## config.mk

```make
export PLATFORM = sky130hd
export DESIGN_NAME = serial_add_ctrl
export DESIGN_NICKNAME = d
export VERILOG_FILES = /design/src/rtl/serial_add_ctrl.sv
export SDC_FILE = /design/constraint.sdc
export NUM_CORES = 1
export LEC_CHECK = 0
export CAP_MARGIN = 0
export CORE_ASPECT_RATIO = 2
export CORE_MARGIN = 4
export CORE_UTILIZATION = 41
export CTS_BUF_LIST = sky130_fd_sc_hd__clkbuf_4
export CTS_CLUSTER_DIAMETER = 200
export CTS_CLUSTER_SIZE = 20
export DETAILED_ROUTE_END_ITERATION = 6
export PLACE_DENSITY = 0.77
export SLEW_MARGIN = 20
export SYNTH_ARGS = -nofsm -noshare
export SYNTH_HDL_FRONTEND = slang
export SYNTH_HIERARCHICAL = 1
export SYNTH_SLANG_ARGS = --single-unit
```

## constraint.sdc

```tcl
create_clock -name clk -period 3.1 [get_ports clk]
set_clock_uncertainty 0.2 [all_clocks]
set_input_delay 0.62 -clock clk [delete_from_list [all_inputs] [get_ports clk]]
set_output_delay 0.62 -clock clk [all_outputs]
set_load 0.05 [all_outputs]
```

## src/rtl/serial_add_ctrl.sv

```systemverilog
// Bit-serial adder: one full adder walks the operands LSB first.
// Define SERIAL_ADD_OVF_EN to add the two's-complement ovf output.

module full_adder (
  input  logic a,
  input  logic b,
  input  logic ci,
  output logic s,
  output logic co
);
  assign s  = a ^ b ^ ci;
  assign co = (a & b) | (ci & (a ^ b));
endmodule

module serial_add_ctrl #(
  parameter int WIDTH = 8
) (
  input  logic             clk,
  input  logic             rst_n,
  input  logic             start,
  input  logic [WIDTH-1:0] a,
  input  logic [WIDTH-1:0] b,
  input  logic             cin,
  output logic             busy,
  output logic             done,
  output logic [WIDTH-1:0] sum,
`ifdef SERIAL_ADD_OVF_EN
  output logic             ovf,
`endif
  output logic             cout
);

  localparam int IW = $clog2(WIDTH);
  localparam logic [IW-1:0] LAST = IW'(WIDTH - 1);

  localparam logic [1:0] S_IDLE = 2'd0;
  localparam logic [1:0] S_RUN  = 2'd1;
  localparam logic [1:0] S_DONE = 2'd2;

  logic [1:0]       state_q, state_d;
  logic [IW-1:0]    idx_q, idx_d;
  logic [WIDTH-1:0] a_q, a_d;
  logic [WIDTH-1:0] b_q, b_d;
  logic             c_q, c_d;
  logic [WIDTH-1:0] sum_q, sum_d;
  logic             cout_q, cout_d;
`ifdef SERIAL_ADD_OVF_EN
  logic             ovf_q, ovf_d;
`endif

  logic fa_s, fa_co;

  full_adder u_fa (
    .a  (a_q[idx_q]),
    .b  (b_q[idx_q]),
    .ci (c_q),
    .s  (fa_s),
    .co (fa_co)
  );

  // Next-state: capture on start, one bit per RUN cycle, single DONE cycle.
  always_comb begin
    state_d = state_q;
    idx_d   = idx_q;
    a_d     = a_q;
    b_d     = b_q;
    c_d     = c_q;
    sum_d   = sum_q;
    cout_d  = cout_q;
`ifdef SERIAL_ADD_OVF_EN
    ovf_d   = ovf_q;
`endif
    unique case (state_q)
      S_IDLE: begin
        if (start) begin
          a_d     = a;
          b_d     = b;
          c_d     = cin;
          idx_d   = '0;
          sum_d   = '0;
          cout_d  = 1'b0;
`ifdef SERIAL_ADD_OVF_EN
          ovf_d   = 1'b0;
`endif
          state_d = S_RUN;
        end
      end
      S_RUN: begin
        sum_d[idx_q] = fa_s;
        c_d          = fa_co;
        idx_d        = idx_q + IW'(1);
        if (idx_q == LAST) begin
          // Carry into the MSB is still in c_q here.
          idx_d   = '0;
          cout_d  = fa_co;
`ifdef SERIAL_ADD_OVF_EN
          ovf_d   = c_q ^ fa_co;
`endif
          state_d = S_DONE;
        end
      end
      S_DONE: state_d = S_IDLE;
      default: state_d = S_IDLE;
    endcase
  end

  // State registers with synchronous active-low reset.
  always_ff @(posedge clk) begin
    if (!rst_n) begin
      state_q <= S_IDLE;
      idx_q   <= '0;
      a_q     <= '0;
      b_q     <= '0;
      c_q     <= 1'b0;
      sum_q   <= '0;
      cout_q  <= 1'b0;
`ifdef SERIAL_ADD_OVF_EN
      ovf_q   <= 1'b0;
`endif
    end else begin
      state_q <= state_d;
      idx_q   <= idx_d;
      a_q     <= a_d;
      b_q     <= b_d;
      c_q     <= c_d;
      sum_q   <= sum_d;
      cout_q  <= cout_d;
`ifdef SERIAL_ADD_OVF_EN
      ovf_q   <= ovf_d;
`endif
    end
  end

  assign busy = (state_q == S_RUN);
  assign done = (state_q == S_DONE);
  assign sum  = sum_q;
  assign cout = cout_q;
`ifdef SERIAL_ADD_OVF_EN
  assign ovf  = ovf_q;
`endif

endmodule

```

# --- After elaboration in Yosys (flattened, before gate mapping) ---
# Index checks and enable logic that the tools add are counted.
op_classes:
  muxes: 20
  bitwise_logic: 5
  magnitude_cmp: 2
  n_eq_ne: 5
  n_addsub: 1
  reduce_logical: 7
ops:
  columns: ["cell", "count"]
  rows:
  - ["$pmux W8 S2", 1]
  - ["$bwmux W8", 1]
  - ["$mux W8", 1]
  - ["$bmux W1 S3", 2]
  - ["$mux W1", 6]
  - ["$mux W3", 2]
  - ["$pmux W3 S2", 1]
  - ["$reduce_and A2 Y1", 3]
  - ["$lt A3 B4 Y1 const B", 1]
  - ["$mux W2", 2]
  - ["$pmux W1 S2", 2]
  - ["$pmux W2 S2", 1]
  - ["$add A3 B1 Y3 const B", 1]
  - ["$demux W1 S3", 1]
  - ["$eq A3 B3 Y1 const B", 1]
  - ["$ge A3 B1 Y1 const B", 1]
  - ["$reduce_and A3 Y1", 1]
  - ["$and A1 B1 Y1", 2]
  - ["$eq A2 B1 Y1 const B", 1]
  - ["$eq A2 B2 Y1 const B", 1]
  - ["$logic_not A2 Y1", 1]
  - ["$ne A2 B1 Y1 const B", 1]
  - ["$ne A2 B2 Y1 const B", 1]
  - ["$reduce_bool A2 Y1", 1]
  - ["3 further kinds", 4]
totals:
  output_inout_bits: 11
  wordCells: 47
  inputBits: 20
  regBits: 31

# --- Longest topological paths before layout ---
# Gate-level depths: netlist of the first run.
logic_depth:
  ltp_word: 7
  mapped_depth: 9
  ltp_nobuf: 7

# --- Hierarchy ---
# The synthesis of the first run kept the hierarchy.
by_module_without_submodules:
  columns: ["mod", "cells_per_inst", "seq_area_each_um2", "n_inst", "area_per_inst_um2"]
  rows:
  - ["serial_add_ctrl", 165, 620.6, 1, 1503.9]
  - ["full_adder", 1, 0.0, 1, 20.0]

# --- Worst setup path before layout of the first run ---
# Ideal clock, no wire load.
synth_timing:
  path_kind: "flip-flop to flip-flop"
  startpoint: "reg idx_q[0]"
  endpoint: "reg sum_q[7], in the netlist sum[7]"
  required_ns: 2.813
  arrival_ns: 2.158
  slack_ns: 0.655
  period_less_slack_ns: 2.445
  path_buffers: 1
  path_stages_with_launch: 7
  path_cell_list: "dfxtp_1 > buf_2 > mux4_2 > a211o_1 > fa_1 > nand2_1 > o31ai_1"
synth_between:
  elab_chain_cells: 6
synth_rtl:
  columns: ["item", "line_no", "rtl"]
  rows:
  - ["start: declaration", "41", "logic [IW-1:0] idx_q, idx_d;"]
  - ["start signal: assignment", "122", "idx_q <= idx_d;"]
  - ["$bmux W1 S3 (on tied branches)", "54, 55", null]
  - ["$mux W1 (on tied branches)", "54, 55", null]
  - ["$xor A1 B1 Y1 (*) (2 in series)", "11", "assign s = a ^ b ^ ci;"]
  - ["named net fa_s", "51", "logic fa_s, fa_co;"]
  - ["$bwmux W8 (*)", "89", "sum_d[idx_q] = fa_s;"]
  - ["$pmux W8 S2 (*)", "73", "unique case (state_q)"]
  - ["end signal: assignment", "126", "sum_q <= sum_d;"]
  - ["end: declaration", "45", "logic [WIDTH-1:0] sum_q, sum_d;"]
# Mark *: on every way through the listed nets, which the timed path passes. The rest lies on a longest branch. The select of a mux whose other input is x is not followed.
# A chain may end at the register's enable or synchronous reset.

# --- Final worst setup path of the first run ---
layout_timing:
  startpoint: "reg state_q[0]"
  endpoint: "out busy"
layout_between:
  elab_chain_cells: 1
layout_rtl:
  columns: ["item", "line_no", "rtl"]
  rows:
  - ["start: declaration", "40", "logic [1:0] state_q, state_d;"]
  - ["start signal: assignment", "121", "state_q <= state_d;"]
  - ["$eq A2 B1 Y1", "134", "assign busy = (state_q == S_RUN);"]
  - ["end: declaration", "24", "output logic busy,"]
# Every way passes these cells.

==> results.cfg, run 1 <==
[yosys]
yosys_warnings = 6
ys_ff_latch = 31
synth_edf_count = 0
ys_seq_area_share_pct = 40.7
async_flop_share_pct = 0
ys.flop_type = dfxtp_1
synth_area_mm2 = 0.00152
synthesis.area_per_instance_um2 = 9.18
syn_nets = 190
synth_cells = 166
yosysUniqueCellTypes = 41

[cts]
cts_hold_buf = 0
clk_transition_reported_paths_ps = 90
post_cts_resized = 0
clock_path_buffers = 2
cts-root-buf = clkbuf_4
cts_tree = yes
cts_buffers = 5
clock-sinks = 31
htreeDepth = 2
post_cts_buffers = 0
clock_latency_ps = 330

[detailed_routing]
dr_wl_met2_mm = 1.76
totalWireLength_mm = 3.08
met3_length_um = 116
drt_iter0_drc = 16
wl_per_cell_um = 12.7
dr_total_vias = 1228
drc = 0
m1WireLength_mm = 1.13
highest_layer = met4
via_per_inst = 5.05
final_antenna_net_count = 0
firstDrtPassIters = 4

[critical_path]
path_cells = or2b_1, inv_1, clkdlybuf4s50_1
timing.rr.end = sum[7]$_SDFFE_PN0P_
arrival_ps = 2090
worstPathMaxFanout = 10
cp.required_ps = 2280
startpoint_type = register
reg2reg_depth = 5
crit_path_end_kind = output pin
reg2reg_slack_ps = 560
r2r-start = idx_q[2]$_SDFFE_PN0P_
cp_slowest_stage_delay_ps = 800
critPathSlowestCell = clkdlybuf4s50_1
crit_type = register to output pin
worst-path-buf-inv = 2
cp_top_family = buffers and inverters

[timing]
rsz0062_at_grt = no
worst_pin_slew_ps = 759
hold_violations = 0
slew_violations = 0
max-slew-margin-rel_pct = 49.4
timing.final.crit_share_pct = 93.8
fin_ws_ps = 193
final.setup.tns_ps = 0
hold_slack_ps = 266
fmax_ghz = 0.344
min_period_ps = 2910
setup_violations = 0

[place]
portBuffers = 30
hpwl_mm = 2.32
gp_congestion = 0.768
post-place-ws_ps = 553
place_area_mm2 = 0.00182

[global_route]
grt_pass1_wl_mm = 5.13
gr-total-overflow = 0
grtUsageTotal_pct = 14.4
grt_max_degree = 25
antenna_found_initial = 0
grt_pass1_vias = 1170

[final_layout]
drive_above_1_share_pct = 7.73
fill_cells = 358
final_cell_mix = nand2_1, dfxtp_1, clkdlybuf4s50_1, a21boi_0, mux2i_1
final_nets = 217
layout_commonest_cell = nand2_1
antenna-diode-count = 0
syn2layout_area_growth_pct = 23.0
finalInstanceArea_mm2 = 0.00187

[die]
rows = 31
pin_count = 31
start_util_pct = 42.2
coreArea_mm2 = 0.00361
dieArea_mm2 = 0.00482
die_h_um = 94.2
die_w_um = 51.1

[hold_path]
hold_depth = 2
hold_end = a_q[5]$_SDFFE_PN0P_
hold_class = register to register
min_from = a_q[5]$_SDFFE_PN0P_

[flow_run]
max_cap_violations = 0

[pwr]
switching_share_pct = 26.3
power.density_mw_per_mm2 = 418
pwr-share-clk_pct = 30.4
leakage_nw = 0.702
seq_power_share_pct = 54.7
share_comb_of_total_power_pct = 14.9
switching_power_uw = 206
p_int_uw = 578
ir_drop_v = 0.000310

[outcome]
outcome = completed
## cell usage after synthesis, types with 2 or more instances
cell type | count | area share (%)
a21boi_0 | 16 | 7.9
buf_6 | 3 | 2.2
inv_1 | 3 | 0.74
mux2i_1 | 11 | 7.2
nand2_1 | 35 | 8.6
nor2_1 | 2 | 0.49
nand2b_1 | 3 | 1.2
nor2b_1 | 4 | 1.6
nor3b_1 | 3 | 1.5
nand3_1 | 9 | 3.0
o31ai_1 | 2 | 0.98
a211o_1 | 2 | 1.1
nand3b_1 | 2 | 0.98
o21ai_0 | 3 | 0.98
buf_2 | 2 | 0.66
ha_1 | 3 | 2.5
clkbuf_1 | 4 | 0.98
dfxtp_1 | 31 | 41
a21oi_1 | 2 | 0.66
nor3_1 | 3 | 0.98
buf_4 | 2 | 0.98
a22oi_1 | 2 | 0.98
## worst min-delay path, delay by kind of cell, from the launching register on
kind | cells | cell delay [ps]
compound gates | 1 | 60
flops | 1 | 320
simple gates | 1 | 40
## how the worst max path moves through the flow
stage	start	to	slack (ps)	depth (start not counted)
final	state_q[0]$_SDFFE_PN0P_	busy	190	3
after floorplan	idx_q[0]$_SDFFE_PN0P_	sum[7]$_SDFFE_PN0P_	650	6
after global routing	state_q[0]$_SDFFE_PN0P_	busy	110	3
after CTS	state_q[0]$_SDFFE_PN0P_	busy	190	3
after global placement	state_q[0]$_SDFFE_PN0P_	busy	570	3
after detailed placement	idx_q[2]$_SDFFE_PN0P_	sum[7]$_SDFFE_PN0P_	550	5
## per-layer routing
metal / global-route usage, % / vias to the layer above
met5: 0 / -
met4: 8.09 / 0
met3: 3.82 / 5
met2: 27.5 / 24
met1: 13.0 / 568
li1: - / 631
## sequential cells by signal, indices dropped and copies added (netlist names)
signal   count
sum          8
cout         1
state_q      2
a_q          8
idx_q        3
c_q          1
b_q          8
## metrics by stage
step	util, %	power (mW)	instances
finish	52.0	0.784	243
global route	52.0	0.824	243
CTS	52.0	0.795	243
detailed placement	50.4	0.557	235
global placement	50.4	0.554	235
floorplan	-	0.518	166
## kinds of logic after synthesis
family                     share of synthesized area [%]
AOI/OAI and AO/OA                                   16.7
and+or+nand+nor                                     23.4
DFF                                                 40.7
adders and majority gates                           3.78
buffers and inverters                               6.73
muxes                                               8.70
## power groups by stage
stage          clock network (mW)  logic [mW]  registers [mW]
2_1_floorplan                   0      0.0820           0.436
3_3_place_gp                    0       0.116           0.438
3_5_place_dp                    0       0.118           0.439
4_1_cts                     0.247       0.119           0.429
5_1_grt                     0.263       0.130           0.432
6_report                    0.238       0.117           0.429
## cell type report
type	instances	area, um^2	area share, %
flip-flops and latches	31	621	33.1
clock buffers	7	52.6	2.80
inverters	3	11.3	0.601
clock inverters	1	5.00	0.267
repair buffers	33	323	17.2
well taps	49	61.3	3.27
multi-input cells	119	801	42.7
Power figures use the tool's default switching activity.
==> run 2, diff against run 1 <==
--- a/config.mk
+++ b/config.mk
@@ -14,6 +14,7 @@
 export CTS_CLUSTER_SIZE = 20
 export DETAILED_ROUTE_END_ITERATION = 6
 export PLACE_DENSITY = 0.77
+export SETUP_SLACK_MARGIN = 0.5
 export SLEW_MARGIN = 20
 export SYNTH_ARGS = -nofsm -noshare
 export SYNTH_HDL_FRONTEND = slang
==> constraint.sdc (replaced) <==
create_clock -name clk -period 3.7 [get_ports clk]
set_clock_uncertainty 0.2 [all_clocks]
set_input_delay 0.74 -clock clk [delete_from_list [all_inputs] [get_ports clk]]
set_output_delay 0.74 -clock clk [all_outputs]
set_load 0.05 [all_outputs]
==> results.cfg, run 2 (synthesis results as in run 1) <==
[pwr]
seq_power_share_pct = 56.8
p_int_uw = 463
ir_drop_v = 0.000198
pwr-share-clk_pct = 27.8
switching_power_uw = 169
power.density_mw_per_mm2 = 341
switching_share_pct = 26.8
leakage_nw = 0.689
share_comb_of_total_power_pct = 15.4
total_power_uw = 632

[global_route]
grt_pass1_wl_mm = 5.06
antenna_found_initial = 0
gr-total-overflow = 0
grtUsageTotal_pct = 14.1
grt_max_degree = 25
grt_pass1_vias = 1201

[final_layout]
multiInputGateArea_um2 = 801
final_core_util_pct = 51.4
fill_cells = 364
seqCellArea_um2 = 621
drive_above_1_share_pct = 6.25
syn2layout_area_growth_pct = 21.8
antenna-diode-count = 0
final_nets = 216
final_cell_mix = nand2_1, dfxtp_1, clkdlybuf4s50_1, a21boi_0, mux2i_1
layout_commonest_cell = nand2_1

[hold_path]
hold_class = register to register

[timing]
fmax_ghz = 0.336
hold_violations = 0
final.setup.tns_ps = 0
min_period_ps = 2980
max-slew-margin-rel_pct = 48.0
slew_violations = 0
rsz0062_at_grt = no
setup_violations = 0
worst_pin_slew_ps = 780
timing.final.crit_share_pct = 80.5

[cts]
cts_hold_buf = 0
cts_buffers = 5
post_cts_buffers = 0
htreeDepth = 2
cts_tree = yes
clock-sinks = 31
post_cts_resized = 0
clock_latency_ps = 330
cts-root-buf = clkbuf_4
clk_transition_reported_paths_ps = 90
clock_path_buffers = 2

[critical_path]
crit_path_end_kind = output pin
startpoint_type = register
arrival_ps = 2040
crit_type = register to output pin
cp.required_ps = 2760
worstPathMaxFanout = 10

[die]
dieArea_mm2 = 0.00482
rows = 31
pin_count = 31
die_h_um = 94.2
die_w_um = 51.1
coreArea_mm2 = 0.00361
start_util_pct = 42.2

[detailed_routing]
firstDrtPassIters = 5
drt_iter0_drc = 21
dr_total_vias = 1208
wl_per_cell_um = 12.5
totalWireLength_mm = 3.02
final_antenna_net_count = 0
drc = 0
via_per_inst = 5.01

[place]
gp_congestion = 0.816
portBuffers = 30
hpwl_mm = 2.26

[flow_run]
max_cap_violations = 0

[outcome]
outcome = completed
run 2: cell types whose count changed in the layout (fill, tap and decap cells not counted), sizes merged:
cell	delta
clkbuf	-2
buf	-1
clkinv	+1
run 2: final timing paths:
check	end	from	slack (ps)	depth (start not counted)
setup / recovery	busy	state_q[0]$_SDFFE_PN0P_	720	3
hold / removal	b_q[0]$_SDFFE_PN0P_	b_q[0]$_SDFFE_PN0P_	270	2
setup reg to reg	cout$_SDFFE_PN0P_	idx_q[2]$_SDFFE_PN0P_	1040	6
hold reg to reg	b_q[0]$_SDFFE_PN0P_	b_q[0]$_SDFFE_PN0P_	270	2
run 2: metal layers:
| layer | wire [um] | track usage (%) |
|---|---|---|
| met1 | 1150 | 12.6 |
| met2 | 1690 | 26.4 |
| met3 | 92 | 3.50 |
| met4 | 87 | 9.21 |
| met5 | 0 | 0 |
run 2: critical path, stage by stage, from the launching register on:
cell and delay (ps):
dfxtp_1 500, or2b_1 310, inv_1 100, clkdlybuf4s50_1 800
run 2: metrics by stage:
stage	cells	hold WS, ps	cell area (um^2)	worst slack, ps
after floorplan	166	231	1520	1250
after global placement	234	254	1810	1080
after detailed placement	234	261	1810	1040
after CTS	241	274	1860	703
after global routing	241	292	1860	608
final	241	268	1860	722
run 2: final cells by class:
type,instances,area share (%)
Clock inverter,2,0.472
Inverter,3,0.607
Tap cell,49,3.30
Timing Repair Buffer,32,17.0
Multi-Input combinational cell,119,43.2
Sequential cell,31,33.4
Clock buffer,5,2.02
run 2: power by group through the flow:
stage	Clock (mW)	Sequential (mW)	Combinational (mW)
5_1_grt	0.197	0.361	0.108
2_1_floorplan	0	0.365	0.0687
4_1_cts	0.183	0.359	0.0992
3_5_place_dp	0	0.367	0.0988
6_report	0.176	0.359	0.0975
3_3_place_gp	0	0.367	0.0978
==> run 3, diff against run 2 <==
==> constraint.sdc (replaced) <==
create_clock -name clk -period 2.8 [get_ports clk]
set_clock_uncertainty 0.2 [all_clocks]
set_input_delay 0.56 -clock clk [delete_from_list [all_inputs] [get_ports clk]]
set_output_delay 0.56 -clock clk [all_outputs]
set_load 0.05 [all_outputs]
==> results.cfg, run 3 (synthesis results as in run 1) <==
[final_layout]
final_cell_mix = nand2_1, dfxtp_1, clkdlybuf4s50_1, a21boi_0, mux2i_1
seqCellArea_um2 = 628
multiInputGateArea_um2 = 808
syn2layout_area_growth_pct = 26.1
antenna-diode-count = 0
final_nets = 222
final_core_util_pct = 53.3
fill_cells = 346
drive_above_1_share_pct = 13.6
layout_commonest_cell = nand2_1

[place]
portBuffers = 30
hpwl_mm = 2.24
post-place-ws_ps = 278
gp_congestion = 0.835

[critical_path]
crit_path_end_kind = register
worstPathMaxFanout = 8
arrival_ps = 2370
crit_type = register to register
cp.required_ps = 2840
startpoint_type = register
reg2reg_slack_ps = 470

[detailed_routing]
drt_iter0_drc = 30
dr_total_vias = 1216
final_antenna_net_count = 0
via_per_inst = 4.90
drc = 0
firstDrtPassIters = 4
wl_per_cell_um = 12.2
totalWireLength_mm = 3.02

[pwr]
total_power_uw = 875
ir_drop_v = 0.000349
leakage_nw = 0.753
power.density_mw_per_mm2 = 455

[cts]
cts_tree = yes
clock-sinks = 31
cts_hold_buf = 0
cts-root-buf = clkbuf_4
clock_latency_ps = 330
htreeDepth = 2
clk_transition_reported_paths_ps = 100
cts_buffers = 5
clock_path_buffers = 2

[timing]
worst_pin_slew_ps = 729
setup_violations = 0
max-slew-margin-rel_pct = 51.2
hold_slack_ps = 269
slew_violations = 0
final.setup.tns_ps = 0
min_period_ps = 2330
timing.final.crit_share_pct = 83.2
fmax_ghz = 0.429
rsz0062_at_grt = yes
fin_ws_ps = 470
hold_violations = 0

[outcome]
outcome = completed

[global_route]
grtUsageTotal_pct = 13.5
grt_max_degree = 25
gr-total-overflow = 0
grt_pass1_vias = 1096
grt_pass1_wl_mm = 4.83
antenna_found_initial = 0

[die]
rows = 31
die_w_um = 51.1
pin_count = 31
die_h_um = 94.2
coreArea_mm2 = 0.00361
dieArea_mm2 = 0.00482
start_util_pct = 42.2

[flow_run]
max_cap_violations = 0

[hold_path]
hold_class = register to register
-- run 3: power breakdown --
part	internal (mW)	switching, mW
Sequential	0.460	0.0158
Combinational	0.0711	0.0685
Clock	0.106	0.153
-- run 3: timing repair --
action | in CTS | in global routing
cloned | 0 | 0
resized for setup | 5 | 5
setup buffers | 3 | 0
pin swaps | 2 | 3
setup endpoints to repair | 11 | 12
-- run 3: routing by layer --
layer | track usage, % | share of wire [%]
met4 | 8.09 | 3.0
met1 | 12.5 | 38
met3 | 2.86 | 3.4
met5 | 0 | 0
met2 | 25.5 | 56
-- run 3: area by class of cell --
type / instances / area share (%)
clock buffers: 6 / 2.34
clock inverters: 2 / 0.651
inverters: 3 / 0.586
multi-input cells: 119 / 42.1
flip-flops and latches: 31 / 32.7
well taps: 49 / 3.19
repair buffers: 38 / 18.5
-- run 3: metrics by stage --
step / area (um^2) / instances
2_1_floorplan: 1530 / 166
3_3_place_gp: 1830 / 237
3_5_place_dp: 1830 / 237
4_1_cts: 1920 / 248
5_1_grt: 1920 / 248
6_report: 1920 / 248
-- run 3: worst max-delay path: stages (launching register included) --
cell     delay (ps)
dfxtp_4         380
mux4_2          490
a211o_1         300
fa_1            560
nand2_4          90
o31ai_1         230
-- run 3: path summary, 6_finish.rpt --
path | startpoint | end | depth (start not counted)
worst max-delay path | idx_q[0]$_SDFFE_PN0P_ | sum[7]$_SDFFE_PN0P_ | 5
worst max register to register | idx_q[0]$_SDFFE_PN0P_ | sum[7]$_SDFFE_PN0P_ | 5
worst min register to register | b_q[0]$_SDFFE_PN0P_ | b_q[0]$_SDFFE_PN0P_ | 2
worst min-delay path | b_q[0]$_SDFFE_PN0P_ | b_q[0]$_SDFFE_PN0P_ | 2
